File: src/rtl/pdm_pkg.sv
// rtl/pdm_pkg.sv - shared PCM/PDM constants for the modulator and decimator
package pdm_pkg;

  localparam int          PCM_W        = 16;
  localparam logic [15:0] PCM_OFFSET   = 16'h8000;
  localparam int          DEF_DIVCOUNT = 25;
  localparam int          DEF_OSR      = 64;

  // Signed two's-complement to offset binary (0..65535).
  function automatic logic [PCM_W-1:0] to_offset(input logic [PCM_W-1:0] s);
    return s ^ PCM_OFFSET;
  endfunction

endpackage

File: src/rtl/pdm_fifo2.sv
// rtl/pdm_fifo2.sv - 2-entry PCM sample FIFO; push ignored when full, pop ignored when empty
module pdm_fifo2
  import pdm_pkg::*;
(
  input  logic             clk,
  input  logic             reset,
  input  logic             push_i,
  input  logic [PCM_W-1:0] data_i,
  input  logic             pop_i,
  output logic [PCM_W-1:0] data_o,
  output logic             full_o,
  output logic             empty_o,
  output logic [1:0]       count_o
);

  logic [PCM_W-1:0] mem_q [2];
  logic             wr_ptr_q, wr_ptr_d;
  logic             rd_ptr_q, rd_ptr_d;
  logic [1:0]       count_q, count_d;
  logic             do_push, do_pop;

  assign full_o  = (count_q == 2'd2);
  assign empty_o = (count_q == 2'd0);
  assign count_o = count_q;
  assign data_o  = mem_q[rd_ptr_q];

  assign do_push = push_i && !full_o;
  assign do_pop  = pop_i && !empty_o;

  always_comb begin
    wr_ptr_d = wr_ptr_q;
    rd_ptr_d = rd_ptr_q;
    count_d  = count_q;
    if (do_push) wr_ptr_d = ~wr_ptr_q;
    if (do_pop)  rd_ptr_d = ~rd_ptr_q;
    case ({do_push, do_pop})
      2'b10:   count_d = count_q + 2'd1;
      2'b01:   count_d = count_q - 2'd1;
      default: count_d = count_q;
    endcase
  end

  always_ff @(posedge clk or posedge reset) begin
    if (reset) begin
      mem_q[0] <= '0;
      mem_q[1] <= '0;
      wr_ptr_q <= 1'b0;
      rd_ptr_q <= 1'b0;
      count_q  <= 2'd0;
    end else begin
      if (do_push) mem_q[wr_ptr_q] <= data_i;
      wr_ptr_q <= wr_ptr_d;
      rd_ptr_q <= rd_ptr_d;
      count_q  <= count_d;
    end
  end

endmodule

File: src/rtl/pdm_tx_modulator.sv
// rtl/pdm_tx_modulator.sv - first-order sigma-delta PCM to PDM modulator with bit-clock divider
module pdm_tx_modulator
  import pdm_pkg::*;
#(
  parameter int DIVCOUNT = DEF_DIVCOUNT,
  parameter int OSR      = DEF_OSR
) (
  input  logic             clk,
  input  logic             reset,
  input  logic [PCM_W-1:0] din,
  input  logic             din_valid,
  output logic             din_ready,
  output logic             pdm_clk,
  output logic             pdm_o,
  output logic             underrun
);

  localparam int             CW       = $clog2(DIVCOUNT);
  localparam int             BW       = $clog2(OSR);
  localparam logic [CW-1:0]  CNT_MAX  = CW'(DIVCOUNT - 1);
  localparam logic [CW-1:0]  CNT_HALF = CW'(DIVCOUNT / 2);
  localparam logic [BW-1:0]  BCNT_MAX = BW'(OSR - 1);

  logic [CW-1:0]    cnt_q, cnt_d;
  logic [BW-1:0]    bcnt_q, bcnt_d;
  logic [15:0]      acc_q, acc_d;
  logic [PCM_W-1:0] cur_q, cur_d;
  logic             pdm_q, pdm_d;
  logic             pclk_q, pclk_d;
  logic             ur_q, ur_d;
  logic             ready_q, ready_d;
  logic             run_q, run_d;

  logic             tick, boundary, push, pop;
  logic [16:0]      sum;
  logic [PCM_W-1:0] fifo_data;
  logic             fifo_full, fifo_empty;
  logic [1:0]       fifo_count;

  assign tick     = (cnt_q == CNT_MAX);
  assign boundary = tick && (bcnt_q == BCNT_MAX);
  assign push     = din_valid && ready_q;
  assign pop      = boundary && !fifo_empty;
  assign sum      = {1'b0, acc_q} + {1'b0, to_offset(cur_q)};

  pdm_fifo2 u_fifo (
    .clk     (clk),
    .reset   (reset),
    .push_i  (push),
    .data_i  (din),
    .pop_i   (pop),
    .data_o  (fifo_data),
    .full_o  (fifo_full),
    .empty_o (fifo_empty),
    .count_o (fifo_count)
  );

  always_comb begin
    cnt_d  = cnt_q + 1'b1;
    bcnt_d = bcnt_q;
    acc_d  = acc_q;
    cur_d  = cur_q;
    pdm_d  = pdm_q;
    ur_d   = 1'b0;
    run_d  = run_q;
    if (tick) begin
      cnt_d  = '0;
      run_d  = 1'b1;
      acc_d  = sum[15:0];
      pdm_d  = sum[16];
      bcnt_d = (bcnt_q == BCNT_MAX) ? '0 : bcnt_q + 1'b1;
    end
    // The boundary bit above still used the old sample; the popped one starts next tick.
    if (boundary) begin
      if (!fifo_empty) cur_d = fifo_data;
      else             ur_d  = 1'b1;
    end
    // Held low until the first tick so the receiver never sees a bit before the first real one.
    pclk_d  = run_d && (cnt_d < CNT_HALF);
    ready_d = !((fifo_full && !pop) || ((fifo_count == 2'd1) && push && !pop));
  end

  always_ff @(posedge clk or posedge reset) begin
    if (reset) begin
      cnt_q   <= '0;
      bcnt_q  <= '0;
      acc_q   <= '0;
      cur_q   <= '0;
      pdm_q   <= 1'b0;
      pclk_q  <= 1'b0;
      ur_q    <= 1'b0;
      ready_q <= 1'b0;
      run_q   <= 1'b0;
    end else begin
      cnt_q   <= cnt_d;
      bcnt_q  <= bcnt_d;
      acc_q   <= acc_d;
      cur_q   <= cur_d;
      pdm_q   <= pdm_d;
      pclk_q  <= pclk_d;
      ur_q    <= ur_d;
      ready_q <= ready_d;
      run_q   <= run_d;
    end
  end

  assign din_ready = ready_q;
  assign pdm_clk   = pclk_q;
  assign pdm_o     = pdm_q;
  assign underrun  = ur_q;

endmodule

File: config.mk
export PLATFORM = sky130hd
export DESIGN_NAME = pdm_tx_modulator
export DESIGN_NICKNAME = d
export VERILOG_FILES = /design/src/rtl/pdm_pkg.sv /design/src/rtl/pdm_fifo2.sv /design/src/rtl/pdm_tx_modulator.sv
export SDC_FILE = /design/constraint.sdc
export NUM_CORES = 1
export LEC_CHECK = 0
export BUFFER_PORTS_ARGS = -buffer_cell sky130_fd_sc_hd__buf_2
export CORE_MARGIN = 4
export CORE_UTILIZATION = 25
export DETAILED_ROUTE_END_ITERATION = 16
export GPL_TIMING_DRIVEN = 1
export PLACE_DENSITY = 0.42
export SLEW_MARGIN = 20
export SYNTH_ARGS = -nofsm -noshare
export SYNTH_HDL_FRONTEND = slang
export SYNTH_SLANG_ARGS = --single-unit
File: constraint.sdc
create_clock -name clk -period 4.5 [get_ports clk]
set_clock_uncertainty 0.15 [all_clocks]
set_input_delay 0.225 -clock clk [delete_from_list [all_inputs] [get_ports clk]]
set_output_delay 0.225 -clock clk [all_outputs]
set_load 0.02 [all_outputs]
# Word level (Yosys, flattened, before mapping)
# Index checks and enable logic that the tools add are counted.
dict set report totals {
  reg_bits 84
  inputBits 19
}
dict set report classes {
  n_eq_ne 6
  n_addsub 5
  bitwise 6
  n_mux 12
  reduce_logical 18
  order_cmp 4
}
# cell count
set ops {}
lappend ops {{16-bit 2-to-1 mux} 4}
lappend ops {{32-bit bitwise mux} 1}
lappend ops {{16-bit by 16-bit adder with 17-bit output} 1}
lappend ops {{16-bit demux with 1-bit select} 1}
lappend ops {{1-bit logical AND} 10}
lappend ops {{6-bit by 1-bit adder with 6-bit output (second input constant)} 1}
lappend ops {{6-bit equality test (second input constant)} 1}
lappend ops {{6-bit 2-to-1 mux} 1}
lappend ops {{5-bit by 1-bit adder with 5-bit output (second input constant)} 1}
lappend ops {{5-bit equality test (second input constant)} 1}
lappend ops {{5-bit by 4-bit less-than comparator with 1-bit output (second input constant)} 1}
lappend ops {{5-bit 2-to-1 mux} 1}
lappend ops {{2-bit by 1-bit equality test with 1-bit output (second input constant)} 2}
lappend ops {{2-bit equality test (second input constant)} 2}
lappend ops {{2-bit greater-or-equal comparator (second input constant)} 2}
lappend ops {{1-bit zero test} 4}
lappend ops {{1-bit NOT} 4}
lappend ops {{1-bit NOT with 2-bit output} 2}
lappend ops {{2-bit case mux with 2 select lines} 1}
lappend ops {{1-bit 2-to-1 mux} 3}
lappend ops {{2-bit by 1-bit adder with 2-bit output (second input constant)} 1}
lappend ops {{2-bit zero test} 1}
lappend ops {{2-bit by 1-bit less-than comparator with 1-bit output (second input constant)} 1}
lappend ops {{2-bit AND reduction} 1}
lappend ops {{3 further kinds} 3}

# Depth between registers and ports, before layout
dict set report logic_depth {
  depth_word 7
  ltp_mapped 8
  mapped_depth_nobuf 7
}

# Hierarchy
# Synthesis repeated with hierarchy kept, for this count alone.
dict set report unflattened {
  hier_cells 362
  hier_area_um2 4312.9
}
# mod area_each_um2 n_inst cells_per_inst seq_area_each_um2
set modules_own_cells {}
lappend modules_own_cells {pdm_tx_modulator 2661.3 1 258 1201.2}
lappend modules_own_cells {pdm_fifo2 1651.6 1 104 900.9}

# Worst setup path after synthesis
# OpenSTA, ideal clock, no wires.
dict set report synth_timing {
  path_type {register -> register}
  from {register acc_q[0]}
  to {register acc_q[8]}
  path_slack_ns 2.341
  n_path_buf 0
  period_less_slack_ns 2.159
  stages_incl_launch_ff 8
  arrival_time_ns 1.885
  cell_sequence {dfrtp_1 > ha_1 > fa_1 > a211oi_1 > o21ai_1 > a21oi_1 > nor4b_1 > a211o_1}
}
dict set report synth_via {
  elab_chain_cells 1
}
# element line_no
set synth_lines {}
lappend synth_lines {{start, declared} pdm_tx_modulator.sv:26} ;# logic [15:0] acc_q, acc_d;
lappend synth_lines {{start signal, assigned} pdm_tx_modulator.sv:87} ;# acc_q <= '0;
lappend synth_lines {{start signal, assigned} pdm_tx_modulator.sv:97} ;# acc_q <= acc_d;
lappend synth_lines {{16-bit by 16-bit adder with 17-bit output} pdm_tx_modulator.sv:44} ;# assign sum = {1'b0, acc_q} + {1'b0, to_offset(cur_q)};
# Every way passes these cells.
# A chain may end at the register's enable or synchronous reset.

# Final worst setup path
dict set report layout_timing {
  from {register cnt_q[0]}
  to {register u_fifo.count_q[1] (netlist: u_fifo.count_o[1])}
}
dict set report layout_via {
  elab_chain_cells 6
}
# element line_no
set layout_lines {}
lappend layout_lines {{start, declared} pdm_tx_modulator.sv:24} ;# logic [CW-1:0] cnt_q, cnt_d;
lappend layout_lines {{start signal, assigned} pdm_tx_modulator.sv:95} ;# cnt_q <= cnt_d;
lappend layout_lines {{5-bit equality test (*)} pdm_tx_modulator.sv:40} ;# assign tick = (cnt_q == CNT_MAX);
lappend layout_lines {{1-bit logical AND (*)} pdm_tx_modulator.sv:41} ;# assign boundary = tick && (bcnt_q == BCNT_MAX);
lappend layout_lines {{1-bit logical AND (*)} pdm_tx_modulator.sv:43} ;# assign pop = boundary && !fifo_empty;
lappend layout_lines {{1-bit logical AND (*)} pdm_fifo2.sv:28} ;# assign do_pop = pop_i && !empty_o;
lappend layout_lines {{2-bit by 1-bit equality test with 1-bit output or 2-bit equality test (tied branches)} pdm_fifo2.sv:36} ;# case ({do_push, do_pop})
lappend layout_lines {{2-bit case mux with 2 select lines or 2-bit nonzero test (tied branches)} --}
lappend layout_lines {{end signal, assigned} pdm_fifo2.sv:54} ;# count_q <= count_d;
lappend layout_lines {{end, declared} pdm_fifo2.sv:19} ;# logic [1:0] count_q, count_d;
# Mark *: on every way between the ends. The rest lies on a longest branch, timed or not.

==> out/results.ini <==
[status]
status=completed

[yosys]
synth_flop_cell=dfrtp_1
netlist_area_mm2=0.00442
synth_nets=443
ys_ff_latch=84
synth_enable_flop_cells=0
yosys_warnings=0
synth_cell_type_count=62
async_flop_share_pct=100
synth_seq_area_share_pct=47.6
syn_inst=400
avgSynthCellArea_um2=11.1

[clocking]
htreeDepth=3
numCtsBuffers=9
cts_num_sinks=84
clkLatencyLatePin_ps=340
cts_buffer_depth=2
cts_tree=done
clk_pin_slew_ps=60
cts_resized=0
cts_root_buf=clkbuf_16

[cells_and_area]
final_cell_mix=84 x dfrtp_1, 32 x mux2_2, 29 x nand2_1, 28 x nor2_1, 23 x ha_1
finish.utilization_pct=30.2
syn2layout_area_growth_pct=18.0
fin_nets=478
final.fill_count=1817
post-route-cell-area_mm2=0.00522
final_common_cell=dfrtp_1
drive_above_1_share_pct=21.8
num_antenna_cells=0
final_cells=665

[sta]
hold_violations=0
fmax_mhz=414
finalWorstPathRequiredPeriod_ps=2420
tightest_slew_ps=1040
slew_headroom_pct=30.6
holdWs_ps=126
rsz0062_at_grt=false
tns_ps=0
fin_crit_sh_pct=53.7
final_max_slew_viol_count=0
setup_violations=0

[power_and_ir_drop]
power_switching_share_pct=26.1
power.internal_w=0.00165
pwr_density_cell_mw_per_mm2=428
p_leak_nw=2.25
power_frac_comb_pct=19.1
power.share.sequential_pct=45.3
irDropWorstVdd_v=0.000256
clockPowerShare_pct=35.6
p_switching_w=0.000581

[critical_path]
setup.worst_path.start_class=flop
reg2reg_to=u_fifo.count_o[1]$_DFFE_PP0P_
path_class=reg2reg
timing.rr.start=cnt_q[0]$_DFF_PP0_
path_max_fanout=39
ff2ff_path_depth=9
cp-end-kind=flop
crit_required_ps=4560
rrSetupSlack_ps=2080
worstPathArrival_ps=2480

[placement]
postPlaceCellArea_mm2=0.00473
dp_hpwl_um=6380
gp_congestion=0.722
port_buffers=22
dp_cells=632

[floorplan]
io_pins=23
dieWidth_um=141
fp.dieArea_mm2=0.0199
rows=48
core_area_mm2=0.0173
die_h_um=141
initial_core_util_pct=25.6

[global_route]
track_usage_pct=9.92
grt_pass1_vias=3117
antenna_found_initial=0
grt_pass1_wl_um=15900
overflow=0
grt_start_max_net_pins=57

[hold_path]
min_path_type=in2reg
hold_start=din_valid
whs_path_depth=3
hold_path_end=u_fifo.wr_ptr_q$_DFFE_PP0P_

[routing]
via_count=3063
wire_per_inst_um=13.6
viasPerCell=4.61
drt-pass1-iter-count=4
postRouteAntennaNets=0
drc_errors=0
initialDrtViolationCount=134
wirelength_um=9070

[job]
maxCapViolations=0

## sequential cells by signal, indices dropped and copies added, names as in the netlist
name,count
u_fifo.mem_q,32
acc_q,16
cur_q,16
bcnt_q,6
cnt_q,5
u_fifo.count_o,2
din_ready,1
pdm_clk,1
pdm_o,1
run_q,1
u_fifo.rd_ptr_q,1
u_fifo.wr_ptr_q,1
underrun,1
## critical path, stage by stage, from the launching register on
cell and delay, ps:
dfrtp_1 410, inv_1 70, ha_1 170, nand4b_1 100, buf_4 260, nor3b_4 200
buf_4 400, ha_1 340, nand2_1 70, o21ai_0 80
## worst max-delay path by stage
| stage | start | end | slack [ps] | depth (start not counted) |
|---|---|---|---|---|
| 3_5_place_dp | cnt_q[0]$_DFF_PP0_ | u_fifo.count_o[1]$_DFFE_PP0P_ | 2060 | 9 |
| 5_1_grt | cnt_q[0]$_DFF_PP0_ | u_fifo.count_o[1]$_DFFE_PP0P_ | 1890 | 9 |
| 3_3_place_gp | cur_q[0]$_DFFE_PP0P_ | acc_q[8]$_DFFE_PP0N_ | 2120 | 7 |
| 2_1_floorplan | reset | acc_q[0]$_DFFE_PP0N_ | 1960 | 1 |
| 4_1_cts | cnt_q[0]$_DFF_PP0_ | u_fifo.count_o[1]$_DFFE_PP0P_ | 2060 | 9 |
| 6_report | cnt_q[0]$_DFF_PP0_ | u_fifo.count_o[1]$_DFFE_PP0P_ | 2080 | 9 |
## per-layer routing
metal,global-route usage (%),wire [um]
met1,13.9,4730
met2,14.6,3900
met3,2.27,273
met4,4.33,168
met5,0,0
## per-stage QoR
| stage | worst slack [ps] | power (W) |
|---|---|---|
| finish | 2080 | 0.00223 |
| global route | 1890 | 0.00237 |
| CTS | 2060 | 0.00228 |
| detailed placement | 2060 | 0.00145 |
| global placement | 2120 | 0.00143 |
| floorplan | 1960 | 0.00134 |
## cell type report
cell class	instances	area, um^2	area share, %
Inverter	9	36.3	0.696
Clock buffer	10	229	4.39
Timing Repair Buffer	43	310	5.95
Tap cell	225	282	5.40
Multi-Input combinational cell	288	2170	41.6
Sequential cell	84	2100	40.3
Clock inverter	6	88.8	1.70
## power groups by stage
stage	Sequential (W)	Combinational, W	Clock [W]
after floorplan	0.00100	0.000334	0
after global placement	0.00102	0.000410	0
after detailed placement	0.00103	0.000423	0
after CTS	0.00101	0.000436	0.000827
after global routing	0.00103	0.000473	0.000862
final	0.00101	0.000425	0.000794
## synthesized netlist by cell type, types with 3 or more instances
| cell | count | area, um^2 |
|---|---|---|
| xnor2_1 | 8 | 70.1 |
| dfrtp_1 | 84 | 2100 |
| nor3_1 | 6 | 30.0 |
| mux2i_1 | 17 | 170 |
| buf_4 | 3 | 22.5 |
| nand3b_1 | 5 | 37.5 |
| o21ai_0 | 20 | 100 |
| buf_2 | 4 | 20.0 |
| ha_1 | 23 | 288 |
| o31ai_1 | 3 | 22.5 |
| nand3_1 | 9 | 45.0 |
| o211ai_1 | 3 | 22.5 |
| nand2_1 | 29 | 109 |
| a31oi_1 | 3 | 18.8 |
| nor2_1 | 28 | 105 |
| inv_1 | 9 | 33.8 |
| a211o_1 | 4 | 35.0 |
| a21o_1 | 5 | 37.5 |
| xor2_1 | 3 | 26.3 |
| clkbuf_1 | 7 | 26.3 |
| a211oi_1 | 4 | 30.0 |
| a21oi_2 | 14 | 123 |
| buf_6 | 4 | 45.0 |
| and3_1 | 5 | 31.3 |
| nand4_1 | 7 | 43.8 |
| a21oi_1 | 15 | 75.1 |
| o21a_1 | 3 | 22.5 |
| mux2_2 | 32 | 360 |
| nor2_2 | 3 | 18.8 |
## kinds of logic (layout without fill, tap and decap cells)
group	count (synthesis)	after routing	synth area share, %
XOR/XNOR	11	11	2.18
multiplexers	49	49	12.0
buffers and inverters	28	68	3.42
adder cells (fa/ha/maj)	24	24	6.96
flip-flops	84	84	47.6
AO/OA/AOI/OAI	93	93	14.8
AND/OR/NAND/NOR	111	111	13.0
## what timing repair did
item,in CTS,in global routing
hold endpoints to repair,87,0
endpoints found under the setup margin,0,0
setup buffers,0,0
hold buffers,17,0
Note: power is estimated with default switching activity, not from simulation.
